==> src/rtl/scbuf_rdata_serializer.sv <==
// Buffers 624-bit c7 read lines (2 entries) and emits each as 4 x 156-bit beats; SCBUF_RDATA_PAR_EN adds per-word beat parity.
// Latency: line pushed at edge N is presented as beat 0 from cycle N+1; vld is purely registered.
// Backpressure: beats hold until cpx_scbuf_rdy; c7 cannot stall, so full is flagged and pushes into a full buffer set sticky ovfl.
module scbuf_rdata_serializer #(
  parameter int WORD_W     = 39,
  parameter int LINE_WORDS = 16,
  parameter int BEAT_WORDS = 4,
  parameter int DEPTH      = 2
) (
  input  logic                                       rclk,
  input  logic                                       arst_l,
  input  logic [WORD_W*LINE_WORDS-1:0]               scdata_scbuf_decc_out_c7,
  input  logic                                       sctag_scbuf_rdvld_c7,
  input  logic                                       cpx_scbuf_rdy,
  output logic [WORD_W*BEAT_WORDS-1:0]               scbuf_rdata_beat,
  output logic                                       scbuf_rdata_vld,
  output logic [$clog2(LINE_WORDS/BEAT_WORDS)-1:0]   scbuf_rdata_beat_id,
  output logic                                       scbuf_rdata_last,
  output logic                                       scbuf_sctag_rd_full,
  output logic                                       scbuf_rdata_ovfl
`ifdef SCBUF_RDATA_PAR_EN
  ,
  output logic [BEAT_WORDS-1:0]                      scbuf_rdata_par
`endif
);

  localparam int LINE_W = WORD_W * LINE_WORDS;
  localparam int BEAT_W = WORD_W * BEAT_WORDS;
  localparam int BEATS  = LINE_WORDS / BEAT_WORDS;
  localparam int BCW    = $clog2(BEATS);
  localparam int PTR_W  = $clog2(DEPTH);
  localparam int CNT_W  = PTR_W + 1;

  logic [LINE_W-1:0]             mem [DEPTH];
  logic [PTR_W-1:0]              wr_ptr, rd_ptr;
  logic [CNT_W-1:0]              count;
  logic [BCW-1:0]                beat_cnt;
  logic                          ovfl;
  logic [BEATS-1:0][BEAT_W-1:0]  head_beats;
  logic                          xfer, pop, push_ok;

  assign scbuf_rdata_vld     = (count != '0);
  assign scbuf_sctag_rd_full = (count == CNT_W'(DEPTH));
  assign scbuf_rdata_beat_id = beat_cnt;
  assign scbuf_rdata_last    = scbuf_rdata_vld && (beat_cnt == BCW'(BEATS - 1));
  assign scbuf_rdata_ovfl    = ovfl;

  assign xfer    = scbuf_rdata_vld && cpx_scbuf_rdy;
  assign pop     = xfer && (beat_cnt == BCW'(BEATS - 1));
  // A push into a full buffer still lands when the head line retires this edge.
  assign push_ok = sctag_scbuf_rdvld_c7 && ((count < CNT_W'(DEPTH)) || pop);

  assign head_beats       = mem[rd_ptr];
  assign scbuf_rdata_beat = scbuf_rdata_vld ? head_beats[beat_cnt] : '0;

  always_ff @(posedge rclk or negedge arst_l) begin
    if (!arst_l) begin
      wr_ptr   <= '0;
      rd_ptr   <= '0;
      count    <= '0;
      beat_cnt <= '0;
      ovfl     <= 1'b0;
    end else begin
      if (xfer)
        beat_cnt <= pop ? '0 : beat_cnt + BCW'(1);
      if (push_ok)
        wr_ptr <= wr_ptr + PTR_W'(1);
      if (pop)
        rd_ptr <= rd_ptr + PTR_W'(1);
      if (push_ok && !pop)
        count <= count + CNT_W'(1);
      else if (pop && !push_ok)
        count <= count - CNT_W'(1);
      if (sctag_scbuf_rdvld_c7 && !push_ok)
        ovfl <= 1'b1;
    end
  end

  // Line storage carries no reset; validity is tracked by count alone.
  always_ff @(posedge rclk) begin
    if (push_ok)
      mem[wr_ptr] <= scdata_scbuf_decc_out_c7;
  end

`ifdef SCBUF_RDATA_PAR_EN
  logic [BEAT_WORDS-1:0][WORD_W-1:0] beat_words;
  assign beat_words = scbuf_rdata_beat;

  always_comb begin
    scbuf_rdata_par = '0;
    for (int i = 0; i < BEAT_WORDS; i++)
      scbuf_rdata_par[i] = ^beat_words[i];
  end
`endif

endmodule
==> config.mk <==
export PLATFORM = sky130hd
export DESIGN_NAME = scbuf_rdata_serializer
export DESIGN_NICKNAME = d
export VERILOG_FILES = /design/src/rtl/scbuf_rdata_serializer.sv
export SDC_FILE = /design/constraint.sdc
export NUM_CORES = 1
export LEC_CHECK = 0
export BUFFER_PORTS_ARGS = -buffer_cell sky130_fd_sc_hd__buf_4
export CORE_AREA = 3 3 309 311
export DETAILED_ROUTE_END_ITERATION = 7
export DIE_AREA = 0 0 312 314
export GPL_ROUTABILITY_DRIVEN = 1
export HOLD_SLACK_MARGIN = 0.06
export PLACE_DENSITY = 0.75
export SLEW_MARGIN = 10
export SYNTH_ARGS = -nofsm -noshare
export SYNTH_HDL_FRONTEND = slang
export SYNTH_SLANG_ARGS = --single-unit
export TNS_END_PERCENT = 100
==> constraint.sdc <==
create_clock -name rclk -period 36.8 [get_ports rclk]
set_input_delay 3.68 -clock rclk [delete_from_list [all_inputs] [get_ports rclk]]
set_output_delay 3.68 -clock rclk [all_outputs]
set_load 0.005 [all_outputs]
Word-level counts from Yosys, hierarchy flattened
Memories as Yosys holds them, arrays and structs flattened.
Index checks and enable logic that the tools add are counted.
{"block": "totals", "ff_bits": 7, "ram_bits": 1248, "out_inout_bits": 162, "elab_cells": 35, "n_memories": 1}
{"memory": "mem", "depth": 2, "width": 624, "read_ports": 1, "rd_ports_with_merged_regs": 0, "write_ports": 1, "line": "34", "rtl": "logic [LINE_W-1:0] mem [DEPTH];"}
{"block": "classes", "n_addsub": 5, "n_lt_le_gt_ge": 2, "eq_ne": 2, "muxes": 8, "reduce_logical": 12}
{"op": "binary-select mux 156 bit (select 2 bit)", "count": 1}
{"op": "2-to-1 mux 156 bit", "count": 2}
{"op": "logical AND 1 bit", "count": 7}
{"op": "2-to-1 mux 2 bit", "count": 3}
{"op": "adder 2 x 1 -> 2 bit, second input constant", "count": 2}
{"op": "equality test 2 bit, second input constant", "count": 2}
{"op": "nonzero test 2 bit", "count": 2}
{"op": "less-than comparator 2 x 3 -> 1 bit, second input constant", "count": 1}
{"op": "adder 1 bit, second input constant", "count": 2}
{"op": "logical NOT 1 bit", "count": 2}
{"op": "less-than comparator 2 bit, second input constant", "count": 1}
{"op": "2-to-1 mux 1 bit", "count": 2}
{"op": "subtractor 2 x 1 -> 2 bit, second input constant", "count": 1}
{"op": "logical OR 1 bit", "count": 1}

Logic depth before layout (Yosys ltp)
{"block": "depth", "ltp_word": 9, "mapped_depth": 7}

Worst setup path after synthesis
OpenSTA, ideal clock, no wires.
{"block": "synth_timing", "kind": "input port to flip-flop", "start": "input cpx_scbuf_rdy", "end": "memory mem[0][0] (netlist bit), enable pin", "setup_ns": 1.702, "arrival_ns": 31.385, "t_required_ns": 35.098, "slack_ns": 3.713, "cell_stages": 3, "n_path_buf": 0, "cell_sequence": "nand2_1 a21boi_0 nor2b_1"}
{"block": "synth_between", "elab_chain_cells": 6}
{"item": "start, declared", "line": "14", "rtl": "input logic cpx_scbuf_rdy,"}
{"item": "logical AND 1 bit", "line": "48", "rtl": "assign xfer = scbuf_rdata_vld && cpx_scbuf_rdy;"}
{"item": "logical AND 1 bit", "line": "49", "rtl": "assign pop = xfer && (beat_cnt == BCW'(BEATS - 1));"}
{"item": "logical OR 1 bit", "line": "51", "rtl": "assign push_ok = sctag_scbuf_rdvld_c7 && ((count < CNT_W'(DEPTH)) || pop);"}
{"item": "logical AND 1 bit", "line": "51"}
{"item": "2-to-1 mux 1 bit", "line": "81", "rtl": "if (push_ok)"}
{"item": "2-to-1 mux 1 bit (not written as such)", "line": "82", "rtl": "mem[wr_ptr] <= scdata_scbuf_decc_out_c7;"}
{"item": "end, declared", "line": "34"}
No other way between the ends.

Worst setup path in the final report
{"block": "layout_timing", "start": "register beat_cnt[0] (netlist: scbuf_rdata_beat_id[0])", "end": "output scbuf_rdata_beat[53]"}
{"block": "layout_between", "elab_chain_cells": 3}
{"item": "start, declared", "line": "37", "rtl": "logic [BCW-1:0] beat_cnt;"}
{"item": "start signal, assigned", "line": "65", "rtl": "beat_cnt <= pop ? '0 : beat_cnt + BCW'(1);"}
{"item": "binary-select mux 156 bit (select 2 bit)", "line": "54", "rtl": "assign scbuf_rdata_beat = scbuf_rdata_vld ? head_beats[beat_cnt] : '0;"}
{"item": "2-to-1 mux 156 bit (not written as such)", "line": "54"}
{"item": "2-to-1 mux 156 bit", "line": "54"}
{"item": "end, declared", "line": "15", "rtl": "output logic [WORD_W*BEAT_WORDS-1:0] scbuf_rdata_beat,"}
No other way between the ends. The select of a mux whose other input is x is not followed.

==> run metrics <==
status finished, final reports clean; number of global-route vias before repair 28430; die height 314 um; most frequent CP cell buf_4; post-CTS setup buffers 0; # DRC 0; Worst Path Required 33120 ps; starting density of the core 52.7%; Final GP Congestion 0.828; proportion of synthesized area in mux cells 12.8%; Critical-path top delay cell dfrtp_4; CTS resizes 0; die width 312 um; Distinct cells, synth 29; first-pass GRT wire length 177 mm; CTS Hold Bufs 0; clock sink count 1255; wirelength, routed 122 mm; layout net count 4098; clk slew on worst S/H paths 60 ps; Antenna Violating Nets Remaining 0; # rows 112; CTS Buf Count 120; YS warnings 0; Seq/Total Area, Yosys 76.8%; top-area cell type share of the netlist area 76.5%; maximum fanout along the worst path 135; layout cells sized above 1 27.7%; initial antenna violation count 49; prevailing post-synth register cell edfxtp_1; Slew Viols, Final 0; post-synthesis xor/xnor area fraction 0.0893%; final critical-path required period 9770 ps; CP Cell Sequence buf_4, buf_4, buf_4, buf_12, mux2i_1, nor3_1, or3_1, buf_4; type of destination of the critical path output pin; Detail Placement HPWL 77.8 mm; final setup vio count 0; I/O pins 790; H-tree Lvls 3; PortBufs 789; largest family of logic cells by synthesized area multiplexers; core area 93000 um2; Filler Cell Count 6509; worst skew pair latency 700 ps; routed len/inst 25.1 um; total power draw 4.81 mW; largest net degree at the start of global routing 176; mapped cell area 49000 um2; Iter 0 DRT Violations 2761; combinational share of power 34.1%; Post-Syn Nets 3350; remaining global-route overflow 0; die area 98000 um2; Pleak 21.7 nW; Worst Path Arrival 6090 ps; Synth Area in Simple Gates 5.28%; Synth Area in Compound Gates 2.93%; Max-Cap Viols 0; syn avg cell area 18.0 um2; Worst slew margin 19.1%; ys async rst share 0.558%; Tightest Pin Transition 1210 ps; RSZ-0062 raised after global routing no; Fin Clk Skew 18.2 ps; Sequential Power Share 41.8%; number of synthesized register bits 1255; root buf cell clkbuf_16; Mapped Cells 2720; Area Growth Syn to Fin 21.8%; vias per cell 5.79; switching power total 1.56 mW; Clk network pwr share 24.1%; Pint 3.24 mW; Crit path largest cell delay 1020 ps; Setup TNS Final 0 ps; Post-synth top cells 1248 x edfxtp_1, 624 x mux2i_1, 313 x nor3_1; Crit Path Class reg -> out; worst vdd ir 0.128 mV; Post-synth EDFFs 1248; top cells by area, synth edfxtp_1 76%, mux2i_1 13%, nor3_1 3.2%, o32ai_1 2.8%, or3_1 2.0%; count leader, synth edfxtp_1; fin crit share 26.5%; HP Class reg -> reg; CTS tree built; Post-Synth Adder-Cell Area 0.0511%; Initial DRT Pass Iterations 5; switching fraction of total power 32.5%; Yosys top cell by area edfxtp_1; Max clock buf depth 3; routed vias 28180; Worst setup SP type flop; endpoints failing hold 0; GRT Total Usage 24.1%; Cell Pwr Density 80.5 nW/um2; fmax 0.102 GHz
[metal layers]
metal / global-route usage (%) / up-vias / routed length, um
met3: 7.09 / 247 / 10300
met5: 0 / - / 111
met1: 28.6 / 14309 / 43900
met2: 40.8 / 1050 / 62600
li1: - / 12556 / -
met4: 11.3 / 18 / 5380
[worst max-delay path: cells and delay by family (launching register included)]
kind / cells / cell delay, ps
buf+inv: 5 / 3190
flops: 1 / 1020
mux: 1 / 300
simple gates: 2 / 470
[cell families (layout without fill, tap and decap cells)]
| kind of cell | after synthesis | after routing |
|---|---|---|
| xor+xnor | 5 | 5 |
| compound gates | 163 | 163 |
| flops | 1255 | 1255 |
| mux | 625 | 625 |
| simple gates | 477 | 477 |
| buf+inv | 193 | 1041 |
| fa+ha+maj | 2 | 2 |
| other cells | 0 | 43 |
[metrics by stage]
step                      hold slack [ps]  worst slack [ps]  instances  util (%)  cell area [um2]
after floorplan                       455              3710       2720         -            49000
after detailed placement              463             27800       4600      60.1            55900
after global placement                454             27920       4600      60.1            55900
final                                 473             27030       4865      64.1            59700
after CTS                             479             27050       4822      64.0            59600
after global routing                  495             26730       4857      64.1            59700
[power groups by stage]
stage / logic, mW / registers, mW / clock network, mW
final: 1.64 / 2.01 / 1.16
after global routing: 1.75 / 2.03 / 1.24
after CTS: 1.65 / 2.01 / 1.18
after detailed placement: 1.64 / 2.04 / 0
after global placement: 1.61 / 2.03 / 0
after floorplan: 1.01 / 2.28 / 0
[cell type report]
type                       instances  area (um2)  share of cell area (%)
inverter                           1        8.76                  0.0147
timing repair buffer             818        6270                    10.5
antenna                           43         108                   0.180
clock inverter                    70         509                   0.853
sequential                      1255       37700                    63.1
multi-input combinational       1272       10400                    17.4
clock buffer                     152        3190                    5.34
tap                             1254        1570                    2.63
[sequential cells by signal, indices dropped and copies added, names as in the netlist]
signal,cells
count,2
rd_ptr,1
scbuf_rdata_beat_id,2
scbuf_rdata_ovfl,1
wr_ptr,1
mem,1248
[cells in the final DEF (no fill, tap or decap), types with 2 or more instances in the layout]
cell / count
buf_4: 808
diode_2: 43
or3_1: 156
buf_12: 10
clkinv_2: 22
bufinv_16: 7
clkinvlp_4: 4
edfxtp_1: 1248
ha_1: 2
clkbuf_16: 123
mux2i_1: 624
clkbuf_1: 29
nor3_1: 313
inv_6: 5
clkinv_1: 33
o32ai_1: 156
dfrtp_4: 2
xor2_1: 3
xnor2_1: 2
dfrtp_1: 5
[final timing paths]
kind                                             start                     end  slack, ps  depth (start not counted)
worst max-delay path            scbuf_rdata_beat_id[0]    scbuf_rdata_beat[53]      27030                          8
worst min-delay path                  scbuf_rdata_ovfl        scbuf_rdata_ovfl        470                          1
worst max register to register  scbuf_rdata_beat_id[1]              mem[0][77]      30810                          8
worst min register to register        scbuf_rdata_ovfl        scbuf_rdata_ovfl        470                          1
max in group asynchronous                       arst_l  scbuf_rdata_beat_id[0]      33840                          1
min in group asynchronous                       arst_l                  wr_ptr       2800                          1
(Power assumes the default switching activity.)
